**src/rtl/mips32_mem_dump.sv**
```systemverilog
// Post-halt memory readout: walks a data-memory window on the rising edge of halted and streams
// each word out on a valid/ready port. Define MEM_DUMP_CHECKSUM_EN to append a checksum beat.
module mips32_mem_dump #(
    parameter int unsigned ADDR_W = 10,
    parameter int unsigned DATA_W = 32
) (
    input  logic              clk1,
    input  logic              reset,
    input  logic              halted,
    input  logic [ADDR_W-1:0] dump_base,
    input  logic [ADDR_W:0]   dump_len,
    output logic              mem_rd_en,
    output logic [ADDR_W-1:0] mem_rd_addr,
    input  logic [DATA_W-1:0] mem_rd_data,
    output logic              out_valid,
    input  logic              out_ready,
    output logic [DATA_W-1:0] out_data,
    output logic [ADDR_W-1:0] out_addr,
    output logic              out_last,
    output logic              out_is_csum,
    output logic              busy,
    output logic              done
);

`ifdef MEM_DUMP_CHECKSUM_EN
    typedef enum logic [2:0] {StIdle, StRd, StWt, StOut, StCsum, StDone} state_e;
    logic [DATA_W-1:0] acc;
    logic              is_csum_q;
    assign out_is_csum = is_csum_q;
`else
    typedef enum logic [2:0] {StIdle, StRd, StWt, StOut, StDone} state_e;
    assign out_is_csum = 1'b0;
`endif

    state_e            state;
    logic              halted_d;
    logic [ADDR_W-1:0] addr;
    logic [ADDR_W:0]   remaining;
    logic [ADDR_W:0]   rem_next;
    logic [ADDR_W-1:0] addr_next;

    assign rem_next  = remaining - 1'b1;
    assign addr_next = addr + 1'b1;

    always_ff @(posedge clk1) begin
        if (reset) begin
            state       <= StIdle;
            halted_d    <= 1'b0;
            addr        <= '0;
            remaining   <= '0;
            mem_rd_en   <= 1'b0;
            mem_rd_addr <= '0;
            out_valid   <= 1'b0;
            out_data    <= '0;
            out_addr    <= '0;
            out_last    <= 1'b0;
            busy        <= 1'b0;
            done        <= 1'b0;
`ifdef MEM_DUMP_CHECKSUM_EN
            acc         <= '0;
            is_csum_q   <= 1'b0;
`endif
        end else begin
            halted_d <= halted;
            case (state)
                StIdle: begin
                    if (halted && !halted_d) begin
                        addr      <= dump_base;
                        remaining <= dump_len;
`ifdef MEM_DUMP_CHECKSUM_EN
                        acc       <= '0;
`endif
                        if (dump_len == '0) begin
`ifdef MEM_DUMP_CHECKSUM_EN
                            // Empty window still yields a single zero checksum beat
                            state     <= StCsum;
                            busy      <= 1'b1;
                            out_valid <= 1'b1;
                            out_data  <= '0;
                            out_addr  <= '0;
                            out_last  <= 1'b1;
                            is_csum_q <= 1'b1;
`else
                            state <= StDone;
                            done  <= 1'b1;
`endif
                        end else begin
                            state       <= StRd;
                            busy        <= 1'b1;
                            mem_rd_en   <= 1'b1;
                            mem_rd_addr <= dump_base;
                        end
                    end
                end
                StRd: begin
                    mem_rd_en <= 1'b0;
                    state     <= StWt;
                end
                StWt: begin
                    out_data  <= mem_rd_data;
                    out_addr  <= addr;
                    out_valid <= 1'b1;
`ifdef MEM_DUMP_CHECKSUM_EN
                    out_last  <= 1'b0;
`else
                    out_last  <= (remaining == 1);
`endif
                    state     <= StOut;
                end
                StOut: begin
                    if (out_ready) begin
                        out_valid <= 1'b0;
                        out_last  <= 1'b0;
                        remaining <= rem_next;
                        addr      <= addr_next;
`ifdef MEM_DUMP_CHECKSUM_EN
                        acc       <= acc + out_data;
`endif
                        if (rem_next != '0) begin
                            state       <= StRd;
                            mem_rd_en   <= 1'b1;
                            mem_rd_addr <= addr_next;
                        end else begin
`ifdef MEM_DUMP_CHECKSUM_EN
                            state     <= StCsum;
                            out_valid <= 1'b1;
                            out_data  <= acc + out_data;
                            out_addr  <= '0;
                            out_last  <= 1'b1;
                            is_csum_q <= 1'b1;
`else
                            state <= StDone;
                            busy  <= 1'b0;
                            done  <= 1'b1;
`endif
                        end
                    end
                end
`ifdef MEM_DUMP_CHECKSUM_EN
                StCsum: begin
                    if (out_ready) begin
                        out_valid <= 1'b0;
                        out_last  <= 1'b0;
                        is_csum_q <= 1'b0;
                        busy      <= 1'b0;
                        done      <= 1'b1;
                        state     <= StDone;
                    end
                end
`endif
                StDone: begin
                    // Re-arming requires halted to drop before the next rising edge
                    if (!halted) begin
                        done  <= 1'b0;
                        state <= StIdle;
                    end
                end
                default: state <= StIdle;
            endcase
        end
    end

endmodule

```
**config.mk**
```make
export PLATFORM = sky130hd
export DESIGN_NAME = mips32_mem_dump
export DESIGN_NICKNAME = d
export VERILOG_FILES = /design/src/rtl/mips32_mem_dump.sv
export SDC_FILE = /design/constraint.sdc
export NUM_CORES = 1
export LEC_CHECK = 0
export ABC_CLOCK_PERIOD_IN_PS = 2750
export CAP_MARGIN = 15
export CORE_MARGIN = 4
export CORE_UTILIZATION = 47
export CTS_CLUSTER_SIZE = 25
export DETAILED_ROUTE_END_ITERATION = 10
export GPL_TIMING_DRIVEN = 0
export PLACE_DENSITY = 0.8
export SKIP_CTS_REPAIR_TIMING = 1
export SYNTH_ARGS = -nofsm -noshare
export SYNTH_HDL_FRONTEND = slang
export SYNTH_SLANG_ARGS = --single-unit
export TNS_END_PERCENT = 20
```
**constraint.sdc**
```tcl
create_clock -name clk1 -period 2.75 [get_ports clk1]
set_clock_uncertainty 0.1 [all_clocks]
set_input_delay 0.825 -clock clk1 [delete_from_list [all_inputs] [get_ports clk1]]
set_output_delay 0.825 -clock clk1 [all_outputs]
set_load 0.03 [all_outputs]
```
==> results of run 1 <==
## synthesized netlist by cell type, drive strengths merged, types with 2 or more instances
library cell / number
o31ai: 2
nand2: 128
nor2b: 4
clkbuf: 31
nand4: 4
a311o: 2
dfxtp: 82
a21o: 2
nor4: 5
inv: 8
nor3: 5
a211oi: 3
o22ai: 2
a2111oi: 2
a21oi: 67
xnor2: 2
and3b: 2
nand3: 11
o21ai: 27
ha: 3
a31oi: 7
mux2: 2
mux2i: 9
a22oi: 5
and4b: 3
and2: 2
nand3b: 2
nor2: 36
a31o: 3
buf: 5
or3: 9
## cell type report
class / count / area (µm²) / share of cell area, %
Multi-Input combinational cell: 364 / 1920 / 36.7
Sequential cell: 82 / 1640 / 31.4
Timing Repair Buffer: 113 / 1130 / 21.7
Buffer: 36 / 163 / 3.11
Clock buffer: 10 / 138 / 2.63
Tap cell: 102 / 128 / 2.44
Clock inverter: 6 / 72.6 / 1.39
Inverter: 8 / 30.0 / 0.575
## kinds of logic after synthesis
family,share of synthesized area [%]
other,0.101
adder cells (fa/ha/maj),1.01
AND/OR/NAND/NOR,26.0
multiplexers,3.12
AO/OA/AOI/OAI,20.1
XOR/XNOR,0.705
buffers and inverters,4.97
flip-flops,44.0
## state kept, by name, indices dropped and copies added (netlist names)
register,flops
halted_d,1
addr,10
out_valid,1
done,1
state,3
out_data,32
mem_rd_addr,10
remaining,11
out_last,1
out_addr,10
mem_rd_en,1
busy,1
## cell usage in the layout, fill, tap and decap left out, drive strengths merged, types with 3 or more instances in the layout
master         synthesis  routed
or3                    9       9
buf                    5       4
clkbuf                31      42
nand4                  4       4
mux2i                  9       9
nand2                128     128
clkdlybuf4s50          0     112
a21oi                 67      67
nor2                  36      36
o21ai                 27      27
and4b                  3       3
a22oi                  5       5
nand3                 11      11
dfxtp                 82      82
a31o                   3       3
inv                    8      10
nor3                   5       5
nor2b                  4       4
ha                     3       3
nor4                   5       5
a211oi                 3       3
a31oi                  7       7
## power by group through the flow
| stage | clock, mW | combinational [mW] | sequential (mW) |
|---|---|---|---|
| finish | 0.926 | 0.924 | 1.38 |
| global route | 0.986 | 0.996 | 1.40 |
| detailed placement | 0 | 0.898 | 1.41 |
| global placement | 0 | 0.879 | 1.40 |
| CTS | 0.934 | 0.906 | 1.38 |
| floorplan | 0 | 0.415 | 1.53 |
## path summary, 6_finish.rpt
| kind | to | slack (ps) | cells after the start |
|---|---|---|---|
| hold / removal | out_data[5] | 360 | 2 |
| hold reg to reg | out_data[5] | 360 | 2 |
| setup reg to reg | mem_rd_addr[1] | 150 | 8 |
| setup / recovery | mem_rd_addr[1] | 150 | 8 |
## worst reg2reg max path, stage by stage, from the launching register on
cell and delay [ps]:
dfxtp_1 360, inv_1 130, ha_1 250, nor3b_4 420, a21boi_0 230, nor2_1 270
a311o_1 240, buf_6 170, mux2_4 300
## stage by stage
| step | util, % | setup TNS, ps | instances | instance area [µm²] |
|---|---|---|---|---|
| global route | 67.6 | 0 | 721 | 5230 |
| detailed placement | 64.5 | -15010 | 705 | 4990 |
| CTS | 67.3 | -849 | 721 | 5200 |
| finish | 67.6 | 0 | 721 | 5230 |
| global placement | 64.5 | -13710 | 705 | 4990 |
| floorplan | - | 0 | 490 | 3730 |
## routing by layer
layer / up-vias / GRT usage, %
met5: - / 0
met4: 0 / 9.94
met3: 30 / 5.81
met2: 189 / 40.7
met1: 1863 / 30.5
li1: 1934 / -
==> run summary, run 1 <==
Worst Hold Class -> reg -> reg
Max FO, Critical Path -> 10
Internal -> 2.13 mW
WP buf/inv -> 2
core area -> 7730 µm²
post-place setup slack -> -478 ps
Slew HR -> 51.4%
leakage -> 1.89 nW
DRC -> 0
sequential share of power -> 42.7%
router iterations before antenna repair -> 7
Worst EP required -> 2890 ps
WL final -> 11.7 mm
Ant. Diodes -> 0
Setup crit start -> remaining[0]
post-synth cell types -> 51
via density per instance -> 5.57
CP peak stage delay -> 420 ps
Worst-Margin Slew -> 726 ps
Syn Nets -> 550
WL met1 -> 5.03 mm
Worst-path clk slew -> 80 ps
Layout fillers -> 642
Sw Share -> 34.1%
unrepaired setup endpoints after global routing -> false
largest net degree at the start of global routing -> 16
PD cells -> 618 nW/µm²
layout cells sized above 1 -> 5.33%
synth warn -> 0
Root Driver -> clkbuf_8
Avg Inst Size Synth -> 7.61 µm²
Die X -> 97.1 µm
first-pass GRT wire length -> 19.0 mm
cell accounting for the most synthesized area -> dfxtp_1
DR iter-0 viols -> 316
hold_sp -> out_data[5]
Post-synth EDFFs -> 0
Synth-to-Final Area Change -> 40.1%
Main synth FF type -> dfxtp_1
clock buffer depth -> 2
CP Capture Type -> flip-flop
fraction of registers with async set/reset -> 0%
Antenna Nets Post-Route -> 0
Routed WL per cell -> 16.2 µm
post-route minimum period -> 2600 ps
H-tree depth -> 3
worst path cell trace -> inv_1 -> ha_1 -> nor3b_4 -> a21boi_0 -> nor2_1 -> a311o_1 -> buf_6 -> mux2_4
DR vias -> 4016
area fraction of the dominant cell type after synthesis -> 44.0%
DP HPWL -> 8.49 mm
# port buffers -> 113
status -> finished clean
post-synthesis sequential area ratio -> 44.0%
TritonCTS Sinks -> 82
CTS Buf Count -> 9
flops & latches, synth -> 82
Top Ports -> 115
metal3 WL -> 914 µm
crit path launch type -> flip-flop
critical path arrival -> 2740 ps
GRT Total Usage -> 24.5%
GP Congestion -> 0.928
Fin. Hold Viols -> 0
Clock Power Share -> 28.7%
delay-heaviest family, CP -> simple AND/OR/NAND/NOR gates
Die H -> 97.1 µm
met2 wire length -> 5.40 mm
fin crit share -> 94.5%
setup ws final -> 151 ps
WHS -> 359 ps
CP Class -> reg -> reg
initial antenna violation count -> 0
vias in the first global route -> 3958
top cells by area, synth -> dfxtp_1, nand2_1, a21oi_1, nor2_1, o21ai_0
Sw Pwr -> 1.10 mW
Post-Synthesis Cells -> 490
nets -> 674
Initial Utilization -> 48.3%
Pwr Total -> 3.23 mW
die area -> 9420 µm²
Slew Viols, Final -> 0
Mapped Area -> 3730 µm²
max-cap viol count -> 0
Slowest-stage cell, CP -> nor3b_4
max frequency -> 385 MHz
clk_lat worst skew -> 350 ps
combinational power share -> 28.6%
number of setup violations in the final report -> 0
Row Count -> 32
R2R Path Start -> remaining[0]
GRT Residual Overflow -> 0
Peak VDD IR -> 332 µV
TritonCTS clock tree -> done
Top Metal Used -> met4
Note: power is estimated with default switching activity, not from simulation.
==> run 2: changes to the inputs <==
Settings changed: CORE_ASPECT_RATIO set to 1.75.
==> run 2 against run 1 <==
Compared with the run above:
- combinational power shrank 0.4%
- flip-flop and latch count is the same
- via count shrank 2.0%
- count of clock-buffer cells in the layout is the same
- maximum frequency shrank 4.2%
- routed wire length shrank 2.1%
==> run summary, run 2 (synthesis results as in run 1) <==
most common cell after layout, fill and taps aside -> nand2_1
Post-Place Cells -> 691
first-pass GRT wire length -> 18.0 mm
clk_lat worst skew -> 330 ps
leakage -> 1.93 nW
hold_sp -> out_data[27]
DR iter-0 viols -> 385
CP Class -> in -> reg
Reg with most FFs -> out_data
Slew HR -> 59.4%
Ant. Diodes -> 0
critical path arrival -> 2840 ps
delay-heaviest family, CP -> simple AND/OR/NAND/NOR gates
WL final -> 11.5 mm
PD cells -> 663 nW/µm²
met3 Usage GRT -> 5.34%
H-tree depth -> 3
DRC -> 0
Die X -> 75.3 µm
Fin. Hold Viols -> 0
Root Driver -> clkbuf_16
combinational power share -> 26.1%
Antenna Nets Post-Route -> 0
worst path cell trace -> clkdlybuf4s50_1 -> nor4_2 -> and4b_1 -> a311o_1 -> buf_6 -> mux2_4
# port buffers -> 113
number of setup violations in the final report -> 0
Pwr Total -> 3.52 mW
Clock Power Share -> 34.7%
TritonCTS clock tree -> done
status -> finished clean
post-route minimum period -> 2710 ps
die area -> 9480 µm²
fin crit share -> 98.6%
R2R Path Start -> remaining[0]
Synth-to-Final Area Change -> 42.6%
Largest regs -> out_data (32), remaining (11)
Post-DP Area -> 4970 µm²
unrepaired setup endpoints after global routing -> false
Peak VDD IR -> 511 µV
Final TNS setup -> 0 ps
CTS Buf Count -> 9
Die H -> 126 µm
Layout fillers -> 656
Worst EP required -> 2880 ps
GP Congestion -> 0.910
WP buf/inv -> 2
Multi-input gate area -> 1930 µm²
fin area -> 5320 µm²
Slowest-stage cell, CP -> nor4_2
Row Count -> 42
Initial Utilization -> 48.6%
DR vias -> 3934
CP Capture Type -> flip-flop
router iterations before antenna repair -> 5
M2 GR Usage -> 43.1%
Max FO, Critical Path -> 10
core area -> 7670 µm²
Top Ports -> 115
Slew Viols, Final -> 0
Register-to-Register Setup Slack -> 200 ps
largest net degree at the start of global routing -> 15
Worst-Margin Slew -> 603 ps
clock buffer depth -> 2
nets -> 674
layout cells sized above 1 -> 5.65%
vias in the first global route -> 3809
Most Crowded Layer GR -> met2
Routed WL per cell -> 16.2 µm
GRT Total Usage -> 24.5%
Sw Pwr -> 1.12 mW
GRT Residual Overflow -> 0
Sw Share -> 31.7%
DP HPWL -> 8.64 mm
post-route insts no fill -> 707
crit path launch type -> primary input
CP peak stage delay -> 500 ps
met1 global-route usage -> 25.7%
max-cap viol count -> 0
Setup crit start -> dump_len[5]
max frequency -> 369 MHz
Worst-path clk slew -> 60 ps
Internal -> 2.41 mW
commonest cells after routing, fill and taps aside -> nand2_1, clkdlybuf4s50_1, dfxtp_1
TritonCTS Sinks -> 82
initial antenna violation count -> 0
max reg flops -> 32
Seq. cell area -> 1640 µm²
sequential share of power -> 39.1%
via density per instance -> 5.56
Worst Hold Class -> reg -> reg
run 2: power groups by stage:
stage          combinational, mW  clock (mW)  sequential [mW]
2_1_floorplan              0.415           0             1.53
4_1_cts                    0.905        1.24             1.38
6_report                   0.920        1.22             1.38
5_1_grt                    0.994        1.29             1.39
3_3_place_gp               0.883           0             1.40
3_5_place_dp               0.898           0             1.40
run 2: routing by layer:
| metal | part of all wire, % | wire [µm] | up-vias |
|---|---|---|---|
| met4 | 4.8 | 552 | 0 |
| met3 | 6.5 | 741 | 35 |
| li1 | - | - | 1944 |
| met1 | 37 | 4190 | 1789 |
| met5 | 0 | 0 | - |
| met2 | 52 | 5980 | 166 |
run 2: cell type report:
class                   count  share of cell area [%]
multi-input cells         364                    36.3
clock inverters             6                    1.25
clock buffers              10                    4.50
plain buffers              36                    3.06
well taps                  88                    2.07
inverters                   8                   0.565
flip-flops and latches     82                    30.9
repair buffers            113                    21.3
run 2: path summary, 6_finish.rpt:
kind / cells after the start / to
setup / recovery: 6 / mem_rd_addr[1]
setup reg to reg: 8 / mem_rd_addr[1]
hold reg to reg: 2 / out_data[27]
hold / removal: 2 / out_data[27]
run 2: worst min-delay path, cell delays in order (launching register included):
cell and delay [ps]:
dfxtp_1 310, nand2_1 50, a21oi_1 50
run 2: per-stage QoR:
stage	utilization, %	worst slack, ps	hold WS (ps)
finish	69.3	38.3	352
detailed placement	64.8	-450	346
floorplan	-	366	359
global placement	64.8	-401	341
CTS	68.8	-98.1	354
global route	69.3	9.62	369
==> run 3: changes to the inputs <==
Settings changed: SLEW_MARGIN set to 20.
==> results of run 3 <==
Final layout, timing and power as in run 2 (identical DEF).
